### config.mk
export PLATFORM = sky130hd
export DESIGN_NAME = neander_seq_divider_flat
export DESIGN_NICKNAME = d
export VERILOG_FILES = /design/src/rtl/neander_x_pkg.sv /design/src/rtl/neander_seq_divider_if.sv /design/src/rtl/neander_seq_divider.sv /design/src/flat_wrapper.sv
export SDC_FILE = /design/constraint.sdc
export NUM_CORES = 1
export LEC_CHECK = 0
export CORE_MARGIN = 3
export CORE_UTILIZATION = 54
export DETAILED_ROUTE_END_ITERATION = 10
export PLACE_DENSITY_LB_ADDON = 0.1
export RECOVER_POWER = 100
export SYNTH_ARGS = -nofsm -noshare
export SYNTH_HDL_FRONTEND = slang
export SYNTH_SLANG_ARGS = --single-unit
### constraint.sdc
create_clock -name clk -period 3 [get_ports clk]
set_clock_uncertainty 0.1 [all_clocks]
set_input_delay 0.3 -clock clk [delete_from_list [all_inputs] [get_ports clk]]
set_output_delay 0.3 -clock clk [all_outputs]
set_load 0.005 [all_outputs]
### src/rtl/neander_x_pkg.sv
// Shared Neander definitions: datapath width, divider FSM states and the ALU
// opcodes that make the control unit pulse the divider's start.
package neander_x_pkg;

    localparam int unsigned DATA_W    = 8;
    localparam int unsigned DIV_STEPS = DATA_W;

    typedef enum logic [1:0] {
        DIV_IDLE,
        DIV_RUN,
        DIV_DONE
    } div_state_t;

    localparam logic [3:0] ALU_DIV = 4'b1010;
    localparam logic [3:0] ALU_MOD = 4'b1011;

endpackage

### src/rtl/neander_seq_divider_if.sv
// Handshake and result bus between the control unit/ALU (master) and the
// sequential divider (slave).
interface neander_seq_divider_if
    import neander_x_pkg::*;
#(
    parameter int unsigned WIDTH = DATA_W
) ();

    logic             start;
    logic [WIDTH-1:0] dividend;
    logic [WIDTH-1:0] divisor;
    logic             busy;
    logic             done;
    logic [WIDTH-1:0] div_quotient;
    logic [WIDTH-1:0] div_remainder;
    logic             div_by_zero;

    modport master (
        output start, dividend, divisor,
        input  busy, done, div_quotient, div_remainder, div_by_zero
    );

    modport slave (
        input  start, dividend, divisor,
        output busy, done, div_quotient, div_remainder, div_by_zero
    );

endinterface

### src/rtl/neander_seq_divider.sv
// Unsigned restoring divider, one quotient bit per clock, for ALU DIV/MOD.
// Define NEANDER_DIV_FAST_ZERO_EN to finish a divide-by-zero on the accepting edge.
module neander_seq_divider
    import neander_x_pkg::*;
#(
    parameter int unsigned WIDTH = DATA_W
) (
    input  logic                 clk,
    input  logic                 rst_n,
    neander_seq_divider_if.slave bus
);

    localparam int unsigned CNT_W = $clog2(WIDTH) + 1;

    div_state_t       state;
    div_state_t       state_next;
    logic             busy_q;
    logic             done_q;
    logic             busy_next;
    logic             done_next;

    logic [WIDTH-1:0] q_reg;
    logic [WIDTH-1:0] d_reg;
    logic [WIDTH-1:0] r_reg;
    logic [CNT_W-1:0] cnt;
    logic [WIDTH-1:0] quo_reg;
    logic [WIDTH-1:0] rem_reg;
    logic             dbz_reg;

    logic             accept;
    logic             last_step;
    logic             zero_skip;
    logic [WIDTH:0]   r_shift;
    logic [WIDTH:0]   trial;
    logic             fits;
    logic [WIDTH-1:0] q_step;
    logic [WIDTH-1:0] r_step;

    assign accept    = bus.start && (state != DIV_RUN);
    assign last_step = (state == DIV_RUN) && (cnt == CNT_W'(1));

`ifdef NEANDER_DIV_FAST_ZERO_EN
    assign zero_skip = accept && (bus.divisor == '0);
`else
    assign zero_skip = 1'b0;
`endif

    // One restoring step; the (WIDTH+1)-bit partial remainder only exists after the shift
    always_comb begin
        r_shift = {r_reg, q_reg[WIDTH-1]};
        trial   = r_shift - {1'b0, d_reg};
        fits    = ~trial[WIDTH];
        r_step  = fits ? trial[WIDTH-1:0] : r_shift[WIDTH-1:0];
        q_step  = {q_reg[WIDTH-2:0], fits};
    end

    always_ff @(posedge clk or negedge rst_n) begin
        if (!rst_n) begin
            state  <= DIV_IDLE;
            busy_q <= 1'b0;
            done_q <= 1'b0;
        end else begin
            state  <= state_next;
            busy_q <= busy_next;
            done_q <= done_next;
        end
    end

    // DONE accepts a new start exactly like IDLE so back-to-back ops need no bubble
    always_comb begin
        state_next = state;
        unique case (state)
            DIV_IDLE: begin
                if (accept) state_next = zero_skip ? DIV_DONE : DIV_RUN;
            end
            DIV_RUN: begin
                if (last_step) state_next = DIV_DONE;
            end
            DIV_DONE: begin
                if (accept) state_next = zero_skip ? DIV_DONE : DIV_RUN;
                else        state_next = DIV_IDLE;
            end
            default: state_next = DIV_IDLE;
        endcase
    end

    always_comb begin
        busy_next = (state_next == DIV_RUN);
        done_next = (state_next == DIV_DONE);
    end

    // Working registers and the result registers that hold until the next completion
    always_ff @(posedge clk or negedge rst_n) begin
        if (!rst_n) begin
            q_reg   <= '0;
            d_reg   <= '0;
            r_reg   <= '0;
            cnt     <= '0;
            quo_reg <= '0;
            rem_reg <= '0;
            dbz_reg <= 1'b0;
        end else begin
            if (accept) begin
                q_reg <= bus.dividend;
                d_reg <= bus.divisor;
                r_reg <= '0;
                cnt   <= CNT_W'(WIDTH);
            end else if (state == DIV_RUN) begin
                q_reg <= q_step;
                r_reg <= r_step;
                cnt   <= cnt - CNT_W'(1);
            end

            if (last_step) begin
                quo_reg <= q_step;
                rem_reg <= r_step;
                dbz_reg <= (d_reg == '0);
            end else if (zero_skip) begin
                quo_reg <= '1;
                rem_reg <= bus.dividend;
                dbz_reg <= 1'b1;
            end
        end
    end

    assign bus.busy          = busy_q;
    assign bus.done          = done_q;
    assign bus.div_quotient  = quo_reg;
    assign bus.div_remainder = rem_reg;
    assign bus.div_by_zero   = dbz_reg;

endmodule

### src/flat_wrapper.sv
// flat-port wrapper written by rule: the top's interface ports become plain ports
module neander_seq_divider_flat import neander_x_pkg::*;
#(
    parameter int unsigned WIDTH = DATA_W
)
  (clk, rst_n, bus_start, bus_dividend, bus_divisor, bus_busy, bus_done, bus_div_quotient, bus_div_remainder, bus_div_by_zero);
  neander_seq_divider_if #(.WIDTH(WIDTH)) bus_i ();
  input  logic clk;
  input  logic rst_n;
  input wire logic [$bits(bus_i.start)-1:0] bus_start;
  input wire logic [$bits(bus_i.dividend)-1:0] bus_dividend;
  input wire logic [$bits(bus_i.divisor)-1:0] bus_divisor;
  output wire logic [$bits(bus_i.busy)-1:0] bus_busy;
  output wire logic [$bits(bus_i.done)-1:0] bus_done;
  output wire logic [$bits(bus_i.div_quotient)-1:0] bus_div_quotient;
  output wire logic [$bits(bus_i.div_remainder)-1:0] bus_div_remainder;
  output wire logic [$bits(bus_i.div_by_zero)-1:0] bus_div_by_zero;
  assign bus_i.start = bus_start;
  assign bus_i.dividend = bus_dividend;
  assign bus_i.divisor = bus_divisor;
  assign bus_busy = bus_i.busy;
  assign bus_done = bus_i.done;
  assign bus_div_quotient = bus_i.div_quotient;
  assign bus_div_remainder = bus_i.div_remainder;
  assign bus_div_by_zero = bus_i.div_by_zero;
  neander_seq_divider #(.WIDTH(WIDTH)) u_core (.clk(clk), .rst_n(rst_n), .bus(bus_i));
endmodule
Word-level counts from Yosys, hierarchy flattened
Index checks and enable logic that the tools add are counted.
{"block": "classes", "mux": 11, "n_addsub": 2, "n_eq_ne": 6, "bitwise_logic": 1, "n_reduce_logical": 5}
{"op": "2-to-1 mux 8 bit", "n": 5}
{"op": "subtractor 9 x 8 -> 9 bit", "n": 1}
{"op": "zero test 8 bit", "n": 1}
{"op": "2-to-1 mux 4 bit", "n": 2}
{"op": "one-hot mux 2 bit (3 select lines)", "n": 1}
{"op": "equality test 2 x 1 -> 1 bit, second input constant", "n": 2}
{"op": "equality test 2 bit, second input constant", "n": 2}
{"op": "equality test 4 x 1 -> 1 bit, second input constant", "n": 1}
{"op": "2-to-1 mux 2 bit", "n": 2}
{"op": "subtractor 4 x 1 -> 4 bit, second input constant", "n": 1}
{"op": "logical AND 1 bit", "n": 2}
{"op": "zero test 2 bit", "n": 1}
{"op": "inequality test 2 x 1 -> 1 bit, second input constant", "n": 1}
{"op": "nonzero test 2 bit", "n": 1}
{"op": "2-to-1 mux 1 bit", "n": 1}
{"op": "NOT 1 bit", "n": 1}
{"block": "word_totals", "register_bits": 49, "out_inout_bits": 19}

Logic depth before layout (Yosys ltp)
{"block": "depth", "ltp_word": 5, "ltp_mapped": 10, "depth_no_buf": 9}

Worst setup path after synthesis
Ideal clock, no wire load.
{"block": "synth_timing", "path_kind": "reg-to-reg", "start": "register u_core.q_reg[7]", "end": "register u_core.rem_reg[2] (netlist: u_core.bus.div_remainder[2])", "path_slack_ns": 0.527, "path_stages_with_launch": 11, "synth_period_minus_slack_ns": 2.473, "arrival_ns": 2.241, "setup_time_ns": 0.132, "required_time_ns": 2.768, "path_buffers": 1, "path_cell_list": "dfrtp_1 > inv_1 > ha_1 > inv_1 > fa_1 > a211oi_4 > o211ai_2 > a221oi_4 > buf_6 > mux2i_1 > o21ai_1"}
{"block": "synth_via", "elab_chain_cells": 2}
{"element": "from (decl)", "line": "neander_seq_divider.sv:22", "text": "logic [WIDTH-1:0] q_reg;"}
{"element": "from (signal assigned)", "line": "neander_seq_divider.sv:104", "text": "q_reg <= bus.dividend;"}
{"element": "from (signal assigned)", "line": "neander_seq_divider.sv:109", "text": "q_reg <= q_step;"}
{"element": "subtractor 9 x 8 -> 9 bit", "line": "neander_seq_divider.sv:51", "text": "trial = r_shift - {1'b0, d_reg};"}
{"element": "2-to-1 mux 8 bit", "line": "neander_seq_divider.sv:53", "text": "r_step = fits ? trial[WIDTH-1:0] : r_shift[WIDTH-1:0];"}
{"element": "to (signal assigned)", "line": "neander_seq_divider.sv:116", "text": "rem_reg <= r_step;"}
{"element": "to (signal assigned)", "line": "neander_seq_divider.sv:120", "text": "rem_reg <= bus.dividend;"}
{"element": "to (decl)", "line": "neander_seq_divider.sv:27", "text": "logic [WIDTH-1:0] rem_reg;"}
Every way passes these cells.
A chain may end at the register's enable or synchronous reset.

Worst setup path after layout
{"block": "layout_timing", "start": "register u_core.q_reg[7]", "end": "register u_core.rem_reg[6] (netlist: u_core.bus.div_remainder[6])"}
Same word-level chain as after synthesis.

==> flow_metrics.py <==
metrics = {
    "status": {
        "outcome": "finished, violations left",
        "violations": "max-capacitance violations, max-slew violations",
    },
    "clock_tree": {
        "cts_tree": "built",
        "hold_buffers": 0,
        "clkSinkCount": 49,
        "cts_setup_buffers": 0,
        "insertion_delay_ns": 0.30,
        "clkTransAtPathRegs_ns": 0.09,
        "cts_buffers": 5,
        "cts_max_level": 2,
        "cts-root-buf": "clkbuf_8",
        "ctsResizeCount": 0,
        "clock_path_buffers": 2,
    },
    "setup_path": {
        "cp-end-kind": "flop",
        "cp_slowest_cell": "a221oi_4",
        "max_stage_delay_ns": 0.46,
        "cp-start-kind": "flop",
        "crit_top_cell": "inv_1",
        "r2r_setup_slack_ns": 0.22,
        "worstPathArrival_ns": 2.86,
        "path_cells": "inv_1, ha_1, inv_1, fa_1, a211oi_2, o211ai_1, a221oi_4, buf_12, mux2i_1, o21ai_1",
        "path_class": "flop to flop",
        "crit_path_max_fanout": 8,
        "crit_required_ns": 3.08,
    },
    "drt": {
        "vias": 1907,
        "wl_um": 5120,
        "drt_iter0_drc": 111,
        "ant_nets": 0,
        "post-route-drc-count": 0,
        "wl_per_cell_um": 15.1,
        "via_per_inst": 5.61,
        "first_pass_iters": 4,
    },
    "sta": {
        "max_freq_mhz": 360,
        "timing.final.crit_period_ns": 2.78,
        "max_slew_margin": -0.305,
        "tightest_slew_ns": 1.96,
        "rsz0062_at_grt": "false",
        "hold_viol": 0,
        "drv_slew": 38,
        "hold_slack_ns": 0.375,
        "setup_violations": 0,
        "setup_tns_ns": 0,
        "setup_ws_ns": 0.220,
        "fin_crit_sh": 0.927,
    },
    "grt": {
        "grt_pass1_wl_um": 8790,
        "track_usage": 0.210,
        "antenna_found_initial": 0,
        "grt_max_degree": 38,
        "grt_overflow_total": 0,
        "grt_pass1_vias": 1893,
    },
    "yosys": {
        "synth-edff-count": 0,
        "synth_flop_cell": "dfrtp_1",
        "synth_seq_area_share": 0.493,
        "syn_area_um2": 2490,
        "async_reset_ff_frac": 1.00,
        "syn_nets": 276,
        "ys_ff_latch": 49,
        "synth_warnings": 0,
        "yosysUniqueCellTypes": 40,
        "synth_cells": 246,
        "syn_avg_cell_area_um2": 10.1,
    },
    "placement": {
        "post-place-ws_ns": 0.264,
        "dp_hpwl_um": 3810,
        "io_buffer_count": 37,
        "place_congestion": 0.904,
        "dp_cells": 332,
    },
    "final_layout": {
        "drive_gt1_frac": 0.0972,
        "area_delta_synth_final_pct": 21.2,
        "final_cells": 340,
        "layout.nets": 317,
        "insertedDiodeCount": 0,
        "fillers": 361,
    },
    "die": {
        "fp.coreArea_um2": 4410,
        "die_area_um2": 5450,
        "dieWidth_um": 73.9,
        "initial_core_util": 0.563,
        "io_pins": 38,
        "row_count": 24,
        "die_h_um": 73.9,
    },
    "power_and_ir_drop": {
        "vdd_drop_max_uv": 497,
        "p_per_area_nw_per_um2": 1190,
        "p_leak_nw": 1.41,
    },
    "run": {
        "cap_violations": 1,
    },
    "hold_path": {
        "hp-class": "flop to flop",
    },
}
==> worst paths after layout <==
| kind | start | endpoint | depth (start not counted) |
|---|---|---|---|
| max | u_core.q_reg[7]$_DFFE_PN0P_ | u_core.bus.div_remainder[6]$_DFFE_PN0P_ | 10 |
| min | u_core.bus.div_quotient[1]$_DFFE_PN0P_ | u_core.bus.div_quotient[1]$_DFFE_PN0P_ | 2 |
| max reg2reg | u_core.q_reg[7]$_DFFE_PN0P_ | u_core.bus.div_remainder[6]$_DFFE_PN0P_ | 10 |
| min reg2reg | u_core.bus.div_quotient[1]$_DFFE_PN0P_ | u_core.bus.div_quotient[1]$_DFFE_PN0P_ | 2 |
| max in group asynchronous | rst_n | u_core.state[1]$_DFF_PN0_ | 1 |
| min in group asynchronous | rst_n | u_core.d_reg[6]$_DFFE_PN0P_ | 1 |
==> layer usage <==
metal  vias up  track usage  wire (µm)
li1        939            -          -
met1       933        0.287       2380
met2        30        0.343       2520
met3         5       0.0465        171
met4         0       0.0483         51
met5         -            0          0
==> worst max-delay path: cells and delay by family, from the launching register on <==
kind | cells | cell delay [ns]
DFF | 1 | 0.39
muxes | 1 | 0.27
AOI/OAI and AO/OA | 4 | 1.04
buffers and inverters | 3 | 0.30
adders and majority gates | 2 | 0.56
==> metrics by stage <==
step | instance area [µm²] | util | power [mW]
floorplan | 2490 | - | 2.62
global placement | 2940 | 0.665 | 3.23
detailed placement | 2940 | 0.665 | 3.30
CTS | 3040 | 0.688 | 3.73
global route | 3010 | 0.683 | 3.91
finish | 3010 | 0.683 | 3.59
==> cells by family after synthesis <==
kind of cell,synth area share
compound gates,0.153
xor+xnor,0.0141
fa+ha+maj,0.0584
buf+inv,0.0408
flops,0.493
mux,0.0971
simple gates,0.143
==> placed cells by master, fill, tap and decap left out, types with 2 or more instances in the layout <==
cell type | netlist | routed
nand2_1 | 51 | 51
dfrtp_1 | 49 | 49
o21ai_0 | 20 | 26
dlygate4sd3_1 | 0 | 20
clkdlybuf4s50_1 | 0 | 16
inv_1 | 15 | 15
mux2i_1 | 14 | 14
nand3_1 | 11 | 11
ha_1 | 10 | 10
mux2_2 | 9 | 9
nor2_1 | 7 | 7
clkbuf_8 | 0 | 7
a21oi_1 | 5 | 5
xor2_1 | 4 | 4
clkbuf_1 | 9 | 4
nand2b_1 | 3 | 3
buf_4 | 0 | 3
o22ai_1 | 2 | 2
o211ai_1 | 1 | 2
a211oi_1 | 2 | 2
o21ai_1 | 8 | 2
nor3_1 | 2 | 2
or3_1 | 2 | 2
nor4_1 | 2 | 2
==> synthesized netlist by cell type, drive strengths merged, types with 2 or more instances <==
master / n / area, µm²
nand2: 51 / 191
mux2i: 14 / 140
a21oi: 7 / 50.1
inv: 15 / 56.3
dfrtp: 49 / 1230
clkbuf: 9 / 33.8
nor3: 2 / 10.0
o21ai: 28 / 140
xor2: 4 / 35.0
or3: 2 / 12.5
ha: 10 / 125
nand2b: 3 / 18.8
mux2: 9 / 101
o211ai: 2 / 20.0
a211oi: 3 / 35.0
nor4: 2 / 12.5
o22ai: 2 / 12.5
o221ai: 2 / 23.8
nor2: 7 / 26.3
nand3: 11 / 55.1
==> area by class of cell <==
type                            instances  area [µm²]  share of cell area
Sequential cell                        49        1230               0.407
Multi-Input combinational cell        172        1150               0.380
Clock inverter                          1        5.00             0.00166
Timing Repair Buffer                   44         418               0.139
Clock buffer                            7        96.3              0.0320
Tap cell                               52        65.1              0.0216
Inverter                               15        56.3              0.0187
==> power by group <==
| part | leakage (nW) | switching (mW) | internal, mW |
|---|---|---|---|
| Sequential | 0.605 | 0.223 | 0.971 |
| Clock | 0.0542 | 0.214 | 0.209 |
| Combinational | 0.750 | 1.05 | 0.927 |
| Total | 1.41 | 1.49 | 2.11 |
Power figures use the tool's default switching activity.
